**src/rtl/sp_bus_pkg.sv**
```systemverilog
// Shared types and helpers for the SP bus bridge: FSM states, grant encoding,
// lane indexing and timeout counter sizing.
package sp_bus_pkg;

    typedef enum logic [1:0] {
        IDLE,
        BYTE,
        DONE
    } state_e;

    typedef enum logic {
        GNT_I = 1'b0,
        GNT_D = 1'b1
    } grant_e;

    localparam int LANE_W    = 2;
    localparam int NUM_LANES = 4;

    // The wait counter only has to reach TIMEOUT-1 before the lane is aborted.
    function automatic int cnt_width(input int timeout);
        return (timeout < 2) ? 1 : $clog2(timeout);
    endfunction

    // Lowest lane index >= from whose select is set; lane k uses sel[3-k].
    // Result is {found, lane}.
    function automatic logic [LANE_W:0] find_lane(input logic [NUM_LANES-1:0] sel,
                                                  input logic [LANE_W:0] from);
        find_lane = '0;
        for (int k = NUM_LANES - 1; k >= 0; k--) begin
            if (k >= int'(from) && sel[NUM_LANES-1-k]) begin
                find_lane = {1'b1, LANE_W'(k)};
            end
        end
    endfunction

endpackage

```
**src/rtl/sp_rr_arb.sv**
```systemverilog
// Two-way round-robin arbiter: on a tie the requester not granted last wins.
module sp_rr_arb
    import sp_bus_pkg::*;
(
    input  logic       clk,
    input  logic       reset,
    input  logic       req_i,
    input  logic       req_d,
    input  logic       update,
    output logic [1:0] gnt,
    output grant_e     last
);

    // gnt[0] selects the instruction bus, gnt[1] the data bus.
    always_comb begin
        gnt = '0;
        if (req_i && req_d) begin
            gnt = (last == GNT_I) ? 2'b10 : 2'b01;
        end else begin
            gnt = {req_d, req_i};
        end
    end

    always_ff @(posedge clk) begin
        if (reset) begin
            last <= GNT_I;
        end else if (update && (|gnt)) begin
            last <= gnt[1] ? GNT_D : GNT_I;
        end
    end

endmodule

```
**src/rtl/sp_bus_bridge.sv**
```systemverilog
// Bridges the instruction and data Wishbone32 masters onto one 8-bit external
// Wishbone port, one byte cycle per selected lane in big-endian lane order.
module sp_bus_bridge
    import sp_bus_pkg::*;
#(
    parameter int TIMEOUT = 255
) (
    input  logic        clk,
    input  logic        reset,
    input  logic [31:0] i_adr_i,
    input  logic        i_cyc_i,
    input  logic        i_stb_i,
    input  logic        i_we_i,
    input  logic [3:0]  i_sel_i,
    input  logic [31:0] i_dat_i,
    output logic [31:0] i_dat_o,
    output logic        i_ack_o,
    output logic        i_err_o,
    input  logic [31:0] d_adr_i,
    input  logic        d_cyc_i,
    input  logic        d_stb_i,
    input  logic        d_we_i,
    input  logic [3:0]  d_sel_i,
    input  logic [31:0] d_dat_i,
    output logic [31:0] d_dat_o,
    output logic        d_ack_o,
    output logic        d_err_o,
    output logic [23:0] wb_adr_o,
    output logic [7:0]  wb_dat_o,
    input  logic [7:0]  wb_dat_i,
    output logic        wb_we_o,
    output logic        wb_sel_o,
    output logic        wb_stb_o,
    output logic        wb_cyc_o,
    input  logic        wb_ack_i
);

    localparam int CNT_W = cnt_width(TIMEOUT);

    state_e              state, state_next;
    grant_e              owner;
    logic [1:0]          gnt;
    logic                pick_d;
    logic [31:0]         adr_in, wdata_in;
    logic                we_in;
    logic [3:0]          sel_in;
    logic [21:0]         adr_q;
    logic                we_q;
    logic [3:0]          sel_q;
    logic [31:0]         wdata_q, rdata, rd_merged;
    logic [7:0]          wbyte;
    logic [LANE_W-1:0]   lane;
    logic [LANE_W:0]     first, nxt;
    logic [CNT_W-1:0]    wait_cnt;
    logic                timeout_hit, err_q, byte_active;
    logic [31:0]         i_hold, d_hold;
    logic                unused_adr;

    // Only the word address and the lane number reach the 24-bit bus.
    assign unused_adr = ^{i_adr_i[31:24], i_adr_i[1:0], d_adr_i[31:24], d_adr_i[1:0]};

    sp_rr_arb u_arb (
        .clk    (clk),
        .reset  (reset),
        .req_i  (i_cyc_i & i_stb_i),
        .req_d  (d_cyc_i & d_stb_i),
        .update (state == IDLE),
        .gnt    (gnt),
        .last   (owner)
    );

    assign pick_d   = gnt[1];
    assign adr_in   = pick_d ? d_adr_i : i_adr_i;
    assign we_in    = pick_d ? d_we_i  : i_we_i;
    assign sel_in   = pick_d ? d_sel_i : i_sel_i;
    assign wdata_in = pick_d ? d_dat_i : i_dat_i;

    assign first       = find_lane(sel_in, '0);
    assign nxt         = find_lane(sel_q, {1'b0, lane} + 3'd1);
    assign timeout_hit = (TIMEOUT != 0) && (wait_cnt == CNT_W'(TIMEOUT - 1));
    assign byte_active = (state == BYTE);

    always_comb begin
        rd_merged = rdata;
        wbyte     = '0;
        for (int k = 0; k < NUM_LANES; k++) begin
            if (lane == LANE_W'(k)) begin
                rd_merged[31-8*k -: 8] = wb_dat_i;
                wbyte                  = wdata_q[31-8*k -: 8];
            end
        end
    end

    always_comb begin
        state_next = state;
        case (state)
            IDLE: if (|gnt) state_next = (sel_in == '0) ? DONE : BYTE;
            BYTE: begin
                if (wb_ack_i) begin
                    state_next = nxt[LANE_W] ? BYTE : DONE;
                end else if (timeout_hit) begin
                    state_next = DONE;
                end
            end
            DONE:    state_next = IDLE;
            default: state_next = IDLE;
        endcase
    end

    always_ff @(posedge clk) begin
        if (reset) begin
            state    <= IDLE;
            adr_q    <= '0;
            we_q     <= 1'b0;
            sel_q    <= '0;
            wdata_q  <= '0;
            rdata    <= '0;
            lane     <= '0;
            wait_cnt <= '0;
            err_q    <= 1'b0;
            i_hold   <= '0;
            d_hold   <= '0;
        end else begin
            state <= state_next;
            case (state)
                IDLE: if (|gnt) begin
                    adr_q    <= adr_in[23:2];
                    we_q     <= we_in;
                    sel_q    <= sel_in;
                    wdata_q  <= wdata_in;
                    lane     <= first[LANE_W-1:0];
                    wait_cnt <= '0;
                    err_q    <= 1'b0;
                    rdata    <= '0;
                    // An empty-select read completes at once with zero data.
                    if (sel_in == '0 && !we_in) begin
                        if (pick_d) d_hold <= '0;
                        else        i_hold <= '0;
                    end
                end
                BYTE: begin
                    if (wb_ack_i) begin
                        wait_cnt <= '0;
                        rdata    <= rd_merged;
                        if (nxt[LANE_W]) begin
                            lane <= nxt[LANE_W-1:0];
                        end else if (!we_q) begin
                            if (owner == GNT_D) d_hold <= rd_merged;
                            else                i_hold <= rd_merged;
                        end
                    end else if (timeout_hit) begin
                        err_q <= 1'b1;
                    end else begin
                        wait_cnt <= wait_cnt + CNT_W'(1);
                    end
                end
                default: ;
            endcase
        end
    end

    assign wb_cyc_o = byte_active;
    assign wb_stb_o = byte_active;
    assign wb_sel_o = byte_active;
    assign wb_we_o  = byte_active & we_q;
    assign wb_adr_o = byte_active ? {adr_q, lane} : '0;
    assign wb_dat_o = byte_active ? wbyte : '0;

    assign i_ack_o = (state == DONE) && (owner == GNT_I) && !err_q;
    assign i_err_o = (state == DONE) && (owner == GNT_I) && err_q;
    assign d_ack_o = (state == DONE) && (owner == GNT_D) && !err_q;
    assign d_err_o = (state == DONE) && (owner == GNT_D) && err_q;
    assign i_dat_o = i_hold;
    assign d_dat_o = d_hold;

endmodule

```
**config.mk**
```make
export PLATFORM = sky130hd
export DESIGN_NAME = sp_bus_bridge
export DESIGN_NICKNAME = d
export VERILOG_FILES = /design/src/rtl/sp_bus_pkg.sv /design/src/rtl/sp_rr_arb.sv /design/src/rtl/sp_bus_bridge.sv
export SDC_FILE = /design/constraint.sdc
export NUM_CORES = 1
export LEC_CHECK = 0
export CORE_ASPECT_RATIO = 1.5
export CORE_MARGIN = 1
export CORE_UTILIZATION = 47
export DETAILED_ROUTE_END_ITERATION = 8
export GPL_TIMING_DRIVEN = 0
export PLACE_DENSITY = 0.81
export SETUP_SLACK_MARGIN = 0.15
export SYNTH_ARGS = -nofsm -noshare
export SYNTH_HDL_FRONTEND = slang
export SYNTH_HIERARCHICAL = 1
export SYNTH_SLANG_ARGS = --single-unit
```
**constraint.sdc**
```tcl
create_clock -name clk -period 2.65 [get_ports clk]
set_input_delay 0.265 -clock clk [delete_from_list [all_inputs] [get_ports clk]]
set_output_delay 0.265 -clock clk [all_outputs]
set_load 0.05 [all_outputs]
```
# Yosys cells after proc, flatten, opt, wreduce, memory -nomap -nowiden
# Cells that the tools add are included.
[word_totals]
register_bits = 169
inputBits = 153
out_inout_bits = 104
wordCells = 132
[op_classes]
addsub = 2
n_lt_le_gt_ge = 4
n_eq_ne = 20
n_mux = 62
bitwise_logic = 4
n_reduce_logical = 28
[op_table]
columns = ["cell", "count"]
rows = [
  ["$mux W32", 17],
  ["$pmux W32 S2", 3],
  ["$mux W8", 12],
  ["$mux W24", 2],
  ["$mux W2", 14],
  ["$ne A2 B2 Y1 const B", 11],
  ["$pmux W8 S2", 1],
  ["$reduce_and A8 Y1", 2],
  ["$logic_and A1 B1 Y1", 13],
  ["$mux W3", 4],
  ["$add A8 B1 Y8 const B", 1],
  ["$eq A8 B8 Y1 const B", 1],
  ["$pmux W2 S2", 2],
  ["$reduce_and A4 Y1", 2],
  ["$eq A2 B2 Y1 const B", 3],
  ["$ge A1 B3 Y1 const A", 2],
  ["$ge A2 B3 Y1 const A", 2],
  ["$ne A3 B3 Y1 const B", 2],
  ["$reduce_and A3 Y1", 2],
  ["$mux W1", 5],
  ["$eq A2 B1 Y1 const B", 2],
  ["$logic_not A2 Y1", 2],
  ["$logic_not A4 Y1", 1],
  ["$mux W4", 1],
  ["9 further kinds", 13],
]

# Logic depth before layout (Yosys ltp)
# Gate-level depths: netlist of the first run.
[logic_depth]
word_depth = 10
mapped_depth = 10
ltp_nobuf = 7

# Hierarchy
# Netlist of the first run, hierarchy kept.
[modules_own_cells]
columns = ["module", "instances", "cells_each", "area_per_inst_um2", "seq_area_each_um2"]
rows = [
  ["sp_bus_bridge", 1, 890, 7887.6, 3343.2],
  ["sp_rr_arb", 1, 7, 65.1, 20.0],
]

# Least setup slack after synthesis of the first run
# OpenSTA, ideal clock, no wires.
[synth_path]
path_kind = "register to output"
start = "register state[1]"
end = "output d_ack_o"
arrival_ns = 2.303
required_time_ns = 2.385
slack_ns = 0.082
path_stages_with_launch = 4
n_path_buf = 1
cell_sequence = "dfxtp_1 > clkbuf_1 > inv_1 > nor4b_1"
[synth_via]
elab_chain_len = 3
[synth_rtl]
columns = ["item", "line_no", "text"]
rows = [
  ["from (decl)", "sp_bus_bridge.sv:40", "state_e state, state_next;"],
  ["from (signal assigned)", "sp_bus_bridge.sv:124", "state <= state_next;"],
  ["$eq A2 B2 Y1", "sp_bus_bridge.sv:171", "assign d_ack_o = (state == DONE) && (owner == GNT_D) && !err_q;"],
  ["$logic_and A1 B1 Y1 (2 in a row)", "sp_bus_bridge.sv:171", ""],
  ["to (decl)", "sp_bus_bridge.sv:26", "output logic d_ack_o,"],
]
# No other way between the ends.

# Final worst setup path of the first run
[layout_path]
start = "register state[1]"
end = "output wb_adr_o[23]"
[layout_via]
elab_chain_len = 2
[layout_rtl]
columns = ["item", "line_no", "text"]
rows = [
  ["$eq A2 B1 Y1", "sp_bus_bridge.sv:81", "assign byte_active = (state == BYTE);"],
  ["$mux W24", "sp_bus_bridge.sv:166", "assign wb_adr_o = byte_active ? {adr_q, lane} : '0;"],
  ["to (decl)", "sp_bus_bridge.sv:28", "output logic [23:0] wb_adr_o,"],
]
# No other way between the ends.

==> results of run 1 <==
[per-layer routing]
layer / wire [µm] / vias to the layer above
met5: 0 / -
met4: 890 / 0
met3: 1078 / 59
met2: 12920 / 273
met1: 9044 / 3555
li1: - / 3681
[registers in the layout, summed over array words and instances (netlist names)]
name	flops
adr_q	22
rdata	32
lane	2
err_q	1
we_q	1
i_dat_o	32
wait_cnt	8
u_arb/last	1
sel_q	3
d_dat_o	32
state	2
wdata_q	32
[power by group]
| part | internal, mW | leakage, nW | switching (mW) |
|---|---|---|---|
| Sequential | 2.66 | 1.37 | 0.0847 |
| Clock | 1.54 | 0.302 | 1.11 |
| Combinational | 0.599 | 2.42 | 0.855 |
| Total | 4.80 | 4.09 | 2.05 |
[synthesized netlist by cell type, drive strengths merged (2+ instances only)]
cell	n
nand2b	2
mux2	33
nor4b	2
a21boi	2
and2	36
a211oi	58
a22oi	33
clkbuf	50
o21ai	135
nor3b	3
or2	4
mux2i	61
mux4	8
nor2	109
a21oi	7
inv	6
buf	28
or3	3
nor2b	71
nand3	3
nor3	10
dfxtp	168
nand3b	2
xnor2	4
nor4	3
nand2	39
ha	2
[area by class of cell]
type / count / area [µm²]
multi-input combinational: 645 / 4238
fill: 1354 / 5295
clock buffer: 18 / 439.2
inverter: 6 / 22.52
timing repair buffer: 238 / 2230
sequential: 168 / 3364
clock inverter: 13 / 181.4
buffer: 78 / 375.4
tap: 206 / 257.7
[worst max-delay path, stage by stage, from the launching register on]
cell and delay [ns]:
sky130_fd_sc_hd__dfxtp_1 0.31, sky130_fd_sc_hd__clkbuf_2 0.17, sky130_fd_sc_hd__nand2b_1 0.16, sky130_fd_sc_hd__clkbuf_4 0.20
sky130_fd_sc_hd__inv_2 0.15, sky130_fd_sc_hd__and2_1 0.15, sky130_fd_sc_hd__dlygate4sd2_1 0.56
[worst min-delay path by stage]
stage                             end  slack, ns  cells past startpoint
after floorplan            u_arb/last       0.33                      1
after global placement    wait_cnt[1]       0.48                      2
after detailed placement     adr_q[6]       0.49                      2
after CTS                  u_arb/last       0.45                      2
after global routing       u_arb/last       0.47                      2
final                      u_arb/last       0.45                      2
[layout by cell type (no fill, tap or decap), types with 5 or more instances in the layout]
master / Yosys / routed
sky130_fd_sc_hd__inv_1: 6 / 5
sky130_fd_sc_hd__inv_6: 0 / 5
sky130_fd_sc_hd__nand2_1: 38 / 38
sky130_fd_sc_hd__buf_2: 22 / 49
sky130_fd_sc_hd__o21ai_0: 64 / 62
sky130_fd_sc_hd__clkbuf_1: 50 / 36
sky130_fd_sc_hd__clkbuf_16: 0 / 17
sky130_fd_sc_hd__a22oi_1: 32 / 32
sky130_fd_sc_hd__clkbuf_2: 0 / 13
sky130_fd_sc_hd__nor3_1: 10 / 10
sky130_fd_sc_hd__a211oi_1: 58 / 58
sky130_fd_sc_hd__mux4_2: 8 / 8
sky130_fd_sc_hd__o21ai_1: 68 / 70
sky130_fd_sc_hd__mux2i_1: 61 / 61
sky130_fd_sc_hd__nor2_1: 108 / 108
sky130_fd_sc_hd__nor2b_1: 71 / 71
sky130_fd_sc_hd__buf_4: 3 / 6
sky130_fd_sc_hd__mux2_2: 33 / 33
sky130_fd_sc_hd__and2_1: 36 / 36
sky130_fd_sc_hd__dfxtp_1: 168 / 167
sky130_fd_sc_hd__clkdlybuf4s50_1: 0 / 198
[cells by family (layout without fill, tap and decap cells)]
kind of cell	count (synthesis)	after routing
and+or+nand+nor	292	292
AOI/OAI and AO/OA	245	245
DFF	168	168
buffers and inverters	84	353
muxes	102	102
adders and majority gates	2	2
xor gates and xnor gates	4	4
[through the flow]
stage | utilization | setup TNS, ns | area (µm²)
2_1_floorplan | - | 0 | 7959
3_3_place_gp | 0.6449 | -83.90 | 10580
3_5_place_dp | 0.6449 | -88.61 | 10580
4_1_cts | 0.6860 | 0 | 11250
5_1_grt | 0.6772 | 0 | 11110
6_report | 0.6772 | 0 | 11110
[what timing repair did]
item                       CTS  global route
setup endpoints to repair  164           135
gates resized for setup    122            76
buffers inserted             1             1
==> out/qor.log, run 1 <==
[status] result of the run finished, final reports clean
[setup_path] category of the most critical setup path reg2out
[timing] pins over their slew limit 0
[timing] unrepaired setup endpoints after global routing true
[synthesis] syn_nets 1052
[synthesis] XOR/XNOR share of the synthesized area 0.004405
[setup_path] capture point of the worst path wb_adr_o[23]
[timing] Peak Freq 418.5 MHz
[placed_design] number of input and output port buffers inserted 236
[clock_network] worst-case clock buffer depth 2
[global_routing] global routing usage summed across all routing layers 0.2784
[setup_path] element type at the critical path end primary output
[layout] diode count 0
[timing] clk_skew 0.01340 ns
[synthesis] top_reg_cell synth sky130_fd_sc_hd__dfxtp_1
[global_routing] wire length of the first global-routing pass 37.93 mm
[placed_design] dpl cells 1339
[setup_path] startpoint of the most critical setup path state[1]
[timing] Setup Viol. Count Final 0
[synthesis] EDFF count, synth 0
[synthesis] Syn. warnings 6
[pwr] standby leakage power 4.086 nW
[clock_network] CTS Hold Buffers Added 0
[global_routing] routing usage on met2 0.5162
[setup_path] number of cells traversed by the worst register-to-register path 10
[global_routing] met1 capacity usage during global routing 0.3018
[synthesis] flip-flop and latch count after synthesis 168
[clock_network] number of sinks handled by clock tree synthesis 168
[pwr] power density over the cells 616.5 nW/µm²
[layout] synthesis-to-finish area growth 39.68%
[global_routing] gr busiest metal met2
[timing] Min Hold Slack 0.4493 ns
[drt] number of vias per cell after detailed routing 5.516
[floorplanning] Vert. Die Dim 161.3 µm
[synthesis] instance count of the mapped netlist 897
[synthesis] Async S/R FF share, synth 0
[setup_path] WP data required 2.38 ns
[clock_network] clock tree from TritonCTS yes
[global_routing] pin count of the biggest net entering global routing 17
[floorplanning] overall die area 17460 µm²
[drt] ANT nets after route 0
[global_routing] vias in the first global route 7529
[job] count of max-cap constraint violations 0
[pwr] power after layout 6.848 mW
[drt] total via count after detailed routing 7568
[floorplanning] number of standard-cell rows in the floorplan 57
[synthesis] simple-gate area share of the yosys netlist 0.1857
[min_path] path class of the lowest-slack min-delay path in2reg
[clock_network] depth of the CTS H-tree 4
[layout] nets@finish 1309
[setup_path] setup slack of the worst register-to-register path 0.36 ns
[drt] DRC violations left 0
[synthesis] Post-Synthesis Cell Area 7953 µm²
[drt] number of DRC markers after the initial detailed-route iteration 353
[synthesis] sequential fraction of the synthesis area 0.4229
[timing] Hold Violations, Final 0
[clock_network] clock buffer count from CTS 17
[synthesis] mux cell area share after synthesis 0.1462
[setup_path] data arrival time at the worst-slack endpoint 2.12 ns
[synthesis] average cell area after synthesis 8.866 µm²
[drt] total wirelength of the detailed-routed design 23.93 mm
[floorplanning] area of the core region 16400 µm²
[floorplanning] Die X-Extent 108.2 µm
[floorplanning] initial standard-cell utilization of the core 0.4848
[synthesis] main combinational cell family by area after synthesis compound AO/OA/AOI/OAI gates
[setup_path] worst-path maximum fanout 10
[synthesis] area share of the largest cell type after synthesis 0.4229
[synthesis] compound-gate portion of the synthesized area 0.1913
[layout] fraction of final layout cells sized beyond drive strength 1 0.1415
[timing] Final Worst Setup Slack 0.2606 ns
[synthesis] adder-cell area share of the yosys netlist 0.003147
[floorplanning] top-level port count 257
[global_routing] GRT Residual Overflow 0
[placed_design] Final Wtd Congestion 0.8591
[placed_design] worst setup slack before clock tree synthesis -0.7612 ns
[drt] number of detailed-route iterations in the first pass 6
[synthesis] most area-hungry cell type in the Yosys netlist sky130_fd_sc_hd__dfxtp_1
[pwr] maximum vdd ir drop 0.3196 mV
[min_path] Hold Startpoint reset
[clock_network] Clock transition at path regs 0.07 ns
[setup_path] worst reg2reg path endpoint d_dat_o[24]
[timing] max-slew headroom at the worst pin 0.3983
[global_routing] number of antenna violations at the first check in global routing 0
[synthesis] synth top area cells sky130_fd_sc_hd__dfxtp_1 (42%), sky130_fd_sc_hd__mux2i_1 (7.7%), sky130_fd_sc_hd__nor2b_1 (5.6%)
[global_routing] grt met3 use 0.04560
[timing] transition time of the tightest slew-check pin 0.8957 ns
[timing] final clock period utilization by the worst path 0.9016
[placed_design] sum of net half-perimeters after detailed placement 17.74 mm
[clock_network] worst skew pair latency 0.43 ns
[clock_network] root buffer cell sky130_fd_sc_hd__clkbuf_16
[timing] minimum clock period 2.389 ns
[synthesis] distinct cell type count after synthesis 55
[setup_path] reg-to-reg critical path startpoint u_arb/last
[layout] final cell count without fillers 1372
[drt] routed len/inst 17.44 µm
[setup_path] CP startpoint kind register
Power figures use the tool's default switching activity.
==> inputs of run 2 (changes only) <==
--- a/config.mk
+++ b/config.mk
@@ -5,13 +5,16 @@
 export SDC_FILE = /design/constraint.sdc
 export NUM_CORES = 1
 export LEC_CHECK = 0
+export CELL_PAD_IN_SITES_DETAIL_PLACEMENT = 2
+export CELL_PAD_IN_SITES_GLOBAL_PLACEMENT = 2
 export CORE_ASPECT_RATIO = 1.5
 export CORE_MARGIN = 1
-export CORE_UTILIZATION = 47
+export CORE_UTILIZATION = 27
 export DETAILED_ROUTE_END_ITERATION = 8
 export GPL_TIMING_DRIVEN = 0
 export PLACE_DENSITY = 0.81
 export SETUP_SLACK_MARGIN = 0.15
+export SKIP_LAST_GASP = 1
 export SYNTH_ARGS = -nofsm -noshare
 export SYNTH_HDL_FRONTEND = slang
 export SYNTH_HIERARCHICAL = 1
==> out/qor.log, run 2 (same netlist as run 1, synthesis figures left out) <==
[placed_design] sum of net half-perimeters after detailed placement 23.21 mm [was 17.74 mm]
[clock_network] clock buffer count from CTS 17 [unchanged]
[layout] nets@finish 1314 [was 1309]
[clock_network] worst-case clock buffer depth 2 [unchanged]
[layout] most common library cell in the layout ignoring fill and taps sky130_fd_sc_hd__clkdlybuf4s50_1 [unchanged]
[timing] Peak Freq 411.8 MHz [was 418.5 MHz]
[setup_path] crit-path max cell delay 0.33 ns [was 0.56 ns]
[drt] total wirelength of the detailed-routed design 30.16 mm [was 23.93 mm]
[clock_network] worst skew pair latency 0.45 ns [was 0.43 ns]
[placed_design] Final Wtd Congestion 0.7828 [was 0.8591]
[timing] clk_skew 0.01468 ns [was 0.01340 ns]
[timing] Final Worst Setup Slack 0.2217 ns [was 0.2606 ns]
[timing] pins over their slew limit 0 [unchanged]
[setup_path] WP data required 2.38 ns [about the same]
[job] count of max-cap constraint violations 0 [unchanged]
[status] result of the run finished, final reports clean [unchanged]
[setup_path] family with the most delay on the worst path buffers and inverters [unchanged]
[layout] fraction of final layout cells sized beyond drive strength 1 0.1570 [was 0.1415]
[drt] number of DRC markers after the initial detailed-route iteration 191 [was 353]
[setup_path] worst-path maximum fanout 12 [was 10]
[global_routing] wire length of the first global-routing pass 47.54 mm [was 37.93 mm]
[layout] diode count 0 [unchanged]
[setup_path] number of cells traversed by the worst register-to-register path 10 [unchanged]
[timing] max-slew headroom at the worst pin 0.3488 [was 0.3983]
[timing] Total Negative Setup Slacks 0 ns [unchanged]
[clock_network] CTS Hold Buffers Added 0 [unchanged]
[timing] unrepaired setup endpoints after global routing true [unchanged]
[timing] Hold Violations, Final 0 [unchanged]
[global_routing] global routing usage summed across all routing layers 0.2068 [was 0.2784]
[clock_network] clock tree from TritonCTS yes [unchanged]
[setup_path] cell with the largest stage delay on the worst path sky130_fd_sc_hd__dfxtp_1 [was sky130_fd_sc_hd__dlygate4sd2_1]
[clock_network] number of sinks handled by clock tree synthesis 168 [unchanged]
[drt] DRC violations left 0 [unchanged]
[min_path] path class of the lowest-slack min-delay path in2reg [unchanged]
[setup_path] cells along the critical path buf_4 -> nand2b_1 -> buf_6 -> clkinvlp_4 -> buf_4 -> clkbuf_8 -> and2_1 -> buf_2 [was clkbuf_2 -> nand2b_1 -> clkbuf_4 -> inv_2 -> and2_1 -> dlygate4sd2_1]
[drt] routed len/inst 19.31 µm [was 17.44 µm]
[clock_network] root buffer cell sky130_fd_sc_hd__clkbuf_16 [unchanged]
[setup_path] category of the most critical setup path reg2out [unchanged]
[setup_path] CP startpoint kind register [unchanged]
[timing] minimum clock period 2.428 ns [was 2.389 ns]
[global_routing] GRT Residual Overflow 0 [unchanged]
[drt] number of detailed-route iterations in the first pass 4 [was 6]
[placed_design] worst setup slack before clock tree synthesis -1.193 ns [was -0.7612 ns]
[floorplanning] Die X-Extent 142.1 µm [was 108.2 µm]
[floorplanning] overall die area 30160 µm² [was 17460 µm²]
[global_routing] pin count of the biggest net entering global routing 19 [was 17]
[timing] final clock period utilization by the worst path 0.9164 [was 0.9016]
[layout] commonest cells after routing, fill and taps aside sky130_fd_sc_hd__clkdlybuf4s50_1 (198), sky130_fd_sc_hd__dfxtp_1 (166), sky130_fd_sc_hd__nor2_1 (107) [was sky130_fd_sc_hd__clkdlybuf4s50_1 (198), sky130_fd_sc_hd__dfxtp_1 (167), sky130_fd_sc_hd__nor2_1 (108)]
[floorplanning] top-level port count 257 [unchanged]
[pwr] standby leakage power 4.094 nW [was 4.086 nW]
[drt] total via count after detailed routing 7696 [was 7568]
[clock_network] Clock transition at path regs 0.08 ns [was 0.07 ns]
[layout] fill count 3193 [was 1354]
[min_path] count of cells along the worst hold path 3 [was 2]
[placed_design] number of input and output port buffers inserted 236 [unchanged]
[layout] synthesis-to-finish area growth 43.23% [was 39.68%]
[timing] Setup Viol. Count Final 0 [unchanged]
[floorplanning] initial standard-cell utilization of the core 0.2760 [was 0.4848]
[setup_path] data arrival time at the worst-slack endpoint 2.16 ns [was 2.12 ns]
[setup_path] count of cell instances traversed by the critical path 8 [was 6]
[timing] transition time of the tightest slew-check pin 0.9694 ns [was 0.8957 ns]
[pwr] power density over the cells 595.4 nW/µm² [was 616.5 nW/µm²]
[floorplanning] Vert. Die Dim 212.2 µm [was 161.3 µm]
[global_routing] vias in the first global route 8576 [was 7529]
[setup_path] most frequent cell on the critical path sky130_fd_sc_hd__buf_4
[drt] ANT nets after route 0 [unchanged]
[clock_network] depth of the CTS H-tree 4 [unchanged]
[global_routing] number of antenna violations at the first check in global routing 0 [unchanged]
[floorplanning] number of standard-cell rows in the floorplan 76 [was 57]
[drt] number of vias per cell after detailed routing 4.927 [was 5.516]
[setup_path] buffers and inverters on the worst path 6 [was 4]
[floorplanning] area of the core region 28810 µm² [was 16400 µm²]
[setup_path] element type at the critical path end primary output [unchanged]
[pwr] maximum vdd ir drop 0.4747 mV [was 0.3196 mV]
## run 2: cell count changes in the layout (fill, tap and decap cells not counted), moves of 2 or more
cell	delta
sky130_fd_sc_hd__buf_6	+2
sky130_fd_sc_hd__o21ai_0	-6
sky130_fd_sc_hd__o21ai_1	+6
sky130_fd_sc_hd__buf_2	+2
sky130_fd_sc_hd__bufinv_16	-3
sky130_fd_sc_hd__or2_1	-2
sky130_fd_sc_hd__inv_6	+2
sky130_fd_sc_hd__clkbuf_2	-2
sky130_fd_sc_hd__or2_4	+2
sky130_fd_sc_hd__clkbuf_1	-4
sky130_fd_sc_hd__clkdlybuf4s15_2	+2
sky130_fd_sc_hd__clkinv_8	+2
sky130_fd_sc_hd__buf_4	+7
## run 2: report_power, final
part	switching (mW)	internal, mW
Combinational	0.914	0.625
Clock	1.24	1.26
Sequential	0.0878	2.66
Total	2.24	4.54
## run 2: area by class of cell
class / instances / area, µm² / share of cell area
Clock buffer: 17 / 425.4 / 0.03735
Multi-Input combinational cell: 645 / 4265 / 0.3745
Sequential cell: 168 / 3366 / 0.2955
Timing Repair Buffer: 243 / 2266 / 0.1989
Tap cell: 390 / 488.0 / 0.04284
Inverter: 6 / 26.28 / 0.002307
Clock inverter: 15 / 150.1 / 0.01318
Buffer: 78 / 404.1 / 0.03548
## run 2: final timing paths
check	slack, ns	start	end
setup / recovery	0.22	state[1]	wb_adr_o[22]
hold / removal	0.46	i_adr_i[17]	adr_q[15]
setup reg to reg	0.36	u_arb/last	d_dat_o[6]
hold reg to reg	0.50	adr_q[10]	adr_q[10]
## run 2: worst min-delay path, delay by kind of cell
| family | cells | cell delay [ns] |
|---|---|---|
| muxes | 1 | 0.12 |
| buffers and inverters | 1 | 0.39 |
| AOI/OAI and AO/OA | 1 | 0.08 |
## run 2: routing by layer
layer	wire [µm]	up-vias	track usage	share of wire
li1	-	3684	-	-
met1	11180	3784	0.2117	0.37
met2	17090	191	0.4091	0.57
met3	1195	37	0.03716	0.040
met4	699	0	0.07453	0.023
met5	0	-	0	0
## run 2: timing repair
action / in CTS / in global routing
endpoints found under the setup margin: 202 / 126
resized for setup: 198 / 35
pin swaps: 0 / 1
setup buffers: 4 / 3
## run 2: metrics by stage
stage / instance area, µm² / hold slack [ns] / power (mW) / util / cells
global placement: 10810 / 0.4774 / 4.292 / 0.3752 / 1523
floorplan: 7959 / 0.3274 / 3.691 / - / 897
CTS: 11320 / 0.4473 / 6.846 / 0.3929 / 1559
global route: 11390 / 0.4809 / 7.077 / 0.3953 / 1562
finish: 11390 / 0.4594 / 6.783 / 0.3953 / 1562
detailed placement: 10810 / 0.4930 / 4.337 / 0.3752 / 1523
==> inputs of run 3 (changes only) <==
--- a/config.mk
+++ b/config.mk
@@ -8,7 +8,7 @@
 export CELL_PAD_IN_SITES_DETAIL_PLACEMENT = 2
 export CELL_PAD_IN_SITES_GLOBAL_PLACEMENT = 2
 export CORE_ASPECT_RATIO = 1.5
-export CORE_MARGIN = 1
+export CORE_MARGIN = 2
 export CORE_UTILIZATION = 27
 export DETAILED_ROUTE_END_ITERATION = 8
 export GPL_TIMING_DRIVEN = 0
==> out/qor.log, run 3 (same netlist as run 1, synthesis figures left out) <==
[setup_path] CP startpoint kind primary input [was register]
[drt] total via count after detailed routing 7714 [was 7696]
[drt] number of detailed-route iterations in the first pass 4 [unchanged]
[layout] multi-input logic area 4257 µm² [was 4265 µm²]
[floorplanning] Vert. Die Dim 214.2 µm [was 212.2 µm]
[clock_network] CTS Hold Buffers Added 0 [unchanged]
[timing] transition time of the tightest slew-check pin 0.9663 ns [was 0.9694 ns]
[timing] Final Worst Setup Slack 0.2648 ns [was 0.2217 ns]
[placed_design] sum of net half-perimeters after detailed placement 23.26 mm [was 23.21 mm]
[global_routing] number of antenna violations at the first check in global routing 0 [unchanged]
[layout] fill count 3225 [was 3193]
[pwr] fraction of power consumed by sequential logic 0.395 [was 0.405]
[clock_network] depth of the CTS H-tree 4 [unchanged]
[pwr] Clock power frac 0.386 [was 0.368]
[drt] total wirelength of the detailed-routed design 30.33 mm [was 30.16 mm]
[pwr] standby leakage power 4.102 nW [was 4.094 nW]
[drt] number of vias per cell after detailed routing 4.929 [was 4.927]
[setup_path] cell with the largest stage delay on the worst path sky130_fd_sc_hd__clkdlybuf4s50_1 [was sky130_fd_sc_hd__dfxtp_1]
[layout] core utilization of the finished layout 0.3899 [was 0.3953]
[drt] routed len/inst 19.38 µm [was 19.31 µm]
[setup_path] WP data required 2.97 ns [was 2.38 ns]
[setup_path] crit-path max cell delay 0.47 ns [was 0.33 ns]
[pwr] power after layout 6.970 mW [was 6.783 mW]
[job] count of max-cap constraint violations 0 [unchanged]
[global_routing] global routing usage summed across all routing layers 0.2027 [was 0.2068]
[global_routing] wire length of the first global-routing pass 48.66 mm [was 47.54 mm]
[timing] pins over their slew limit 0 [unchanged]
[layout] Finished Cell Area 11380 µm² [was 11390 µm²]
[min_path] path class of the lowest-slack min-delay path in2reg [unchanged]
[setup_path] most frequent cell on the critical path sky130_fd_sc_hd__buf_4 [unchanged]
[timing] Setup Viol. Count Final 0 [unchanged]
[layout] final cell count without fillers 1565 [was 1562]
[clock_network] Clock transition at path regs 0.07 ns [was 0.08 ns]
[global_routing] vias in the first global route 8552 [was 8576]
[setup_path] element type at the critical path end register [was primary output]
[placed_design] dpl cells 1528 [was 1523]
[pwr] Int Pwr 4.787 mW [was 4.544 mW]
[placed_design] dpl cell area 10820 µm² [was 10810 µm²]
[placed_design] number of input and output port buffers inserted 236 [unchanged]
[layout] synthesis-to-finish area growth 43.13% [was 43.23%]
[placed_design] worst setup slack before clock tree synthesis -1.159 ns [was -1.193 ns]
[placed_design] Final Wtd Congestion 0.7698 [was 0.7828]
[setup_path] data arrival time at the worst-slack endpoint 2.70 ns [was 2.16 ns]
[floorplanning] overall die area 30870 µm² [was 30160 µm²]
[pwr] Switching Share 0.3132 [was 0.3300]
[timing] Hold Violations, Final 0 [unchanged]
[floorplanning] number of standard-cell rows in the floorplan 77 [was 76]
[status] result of the run finished, final reports clean [unchanged]
[drt] DRC violations left 0 [unchanged]
[drt] ANT nets after route 0 [unchanged]
[timing] Peak Freq 419.2 MHz [was 411.8 MHz]
[global_routing] GRT Residual Overflow 0 [unchanged]
[clock_network] clock buffer count from CTS 17 [unchanged]
[layout] diode count 0 [unchanged]
[floorplanning] top-level port count 257 [unchanged]
[floorplanning] Die X-Extent 144.1 µm [was 142.1 µm]
[pwr] power density over the cells 612.3 nW/µm² [was 595.4 nW/µm²]
[pwr] maximum vdd ir drop 0.4658 mV [was 0.4747 mV]
[layout] nets@finish 1312 [was 1314]
[timing] minimum clock period 2.385 ns [was 2.428 ns]
[clock_network] worst-case clock buffer depth 2 [unchanged]
[clock_network] number of sinks handled by clock tree synthesis 168 [unchanged]
[layout] most common library cell in the layout ignoring fill and taps sky130_fd_sc_hd__clkdlybuf4s50_1 [unchanged]
[timing] max-slew headroom at the worst pin 0.3508 [was 0.3488]
[pwr] reported net switching power 2.183 mW [was 2.239 mW]
[clock_network] root buffer cell sky130_fd_sc_hd__clkbuf_16 [unchanged]
[drt] number of DRC markers after the initial detailed-route iteration 242 [was 191]
[layout] fraction of final layout cells sized beyond drive strength 1 0.1513 [was 0.1570]
[layout] Sequential cell area 3366 µm² [unchanged]
[setup_path] worst-path maximum fanout 10 [was 12]
[global_routing] pin count of the biggest net entering global routing 17 [was 19]
[layout] commonest cells after routing, fill and taps aside sky130_fd_sc_hd__clkdlybuf4s50_1 (198), sky130_fd_sc_hd__dfxtp_1 (166), sky130_fd_sc_hd__nor2_1 (107) [unchanged]
[pwr] portion of total power attributed to combinational logic 0.219 [was 0.227]
[timing] final clock period utilization by the worst path 0.9001 [was 0.9164]
[timing] clk_skew 0.01453 ns [was 0.01468 ns]
[clock_network] worst skew pair latency 0.44 ns [was 0.45 ns]
[floorplanning] area of the core region 29190 µm² [was 28810 µm²]
[setup_path] cells along the critical path clkdlybuf4s50_1 -> and2_4 -> a21boi_4 -> buf_4 -> mux2_2 -> nor4_4 -> a22oi_2 -> buf_4 -> buf_2 -> o21ai_0 -> o21ai_1 [was buf_4 -> nand2b_1 -> buf_6 -> clkinvlp_4 -> buf_4 -> clkbuf_8 -> and2_1 -> buf_2]
[timing] unrepaired setup endpoints after global routing false [was true]
[floorplanning] initial standard-cell utilization of the core 0.2724 [was 0.2760]
[clock_network] clock tree from TritonCTS yes [unchanged]
[setup_path] category of the most critical setup path in2reg [was reg2out]
run 3: cell count changes in the layout (fill, tap and decap cells not counted), sizes merged:
cell / before / now
buf: 70 / 72
dlymetal6s2s: 0 / 1
inv: 15 / 11
clkinv: 5 / 2
bufinv: 0 / 3
clkbuf: 63 / 64
clkdlybuf4s15: 4 / 0
dlygate4sd2: 3 / 2
clkinvlp: 1 / 4
run 3: routing by layer:
metal	vias to the layer above	routed length (µm)	global-route usage
li1	3679	-	-
met1	3846	11370	0.2173
met2	166	17240	0.3941
met3	23	1223	0.03997
met4	0	503	0.05437
met5	-	0	0
run 3: power by group through the flow:
stage / clock network (mW) / registers [mW] / logic [mW]
finish: 2.69 / 2.75 / 1.53
global route: 2.85 / 2.77 / 1.67
CTS: 2.73 / 2.75 / 1.55
detailed placement: 0 / 2.81 / 1.54
global placement: 0 / 2.80 / 1.50
floorplan: 0 / 2.78 / 0.909
run 3: worst max-delay path: cells and delay by family:
| kind | cells | cell delay, ns |
|---|---|---|
| buffers and inverters | 4 | 1.04 |
| muxes | 1 | 0.36 |
| and+or+nand+nor | 2 | 0.38 |
| AOI/OAI and AO/OA | 4 | 0.65 |
run 3: worst paths after layout:
| path | to | start | cells past startpoint | slack [ns] |
|---|---|---|---|---|
| worst max-delay path | d_dat_o[25] | d_cyc_i | 11 | 0.26 |
| worst min-delay path | u_arb/last | reset | 2 | 0.45 |
| worst max register to register | d_dat_o[25] | u_arb/last | 9 | 0.39 |
| worst min register to register | adr_q[10] | adr_q[10] | 2 | 0.50 |
run 3: through the flow:
step / hold WS [ns] / setup TNS (ns)
after detailed placement: 0.4943 / -154.03
after global placement: 0.4817 / -142.31
after global routing: 0.4656 / 0
after CTS: 0.4610 / 0
final: 0.4487 / 0
after floorplan: 0.3274 / 0
run 3: what timing repair did:
action,4_1_cts,5_1_grt
gates resized for setup,190,48
pin swaps,0,0
hold endpoints to repair,0,0
setup endpoints to repair,202,144
buffers inserted,4,1
run 3: area by class of cell:
cell class                      count  area share
Inverter                            6    0.002308
Sequential cell                   168      0.2957
Buffer                             78     0.03507
Tap cell                          395     0.04342
Multi-Input combinational cell    645      0.3740
Clock buffer                       18     0.03770
Clock inverter                     14     0.01638
Timing Repair Buffer              241      0.1954
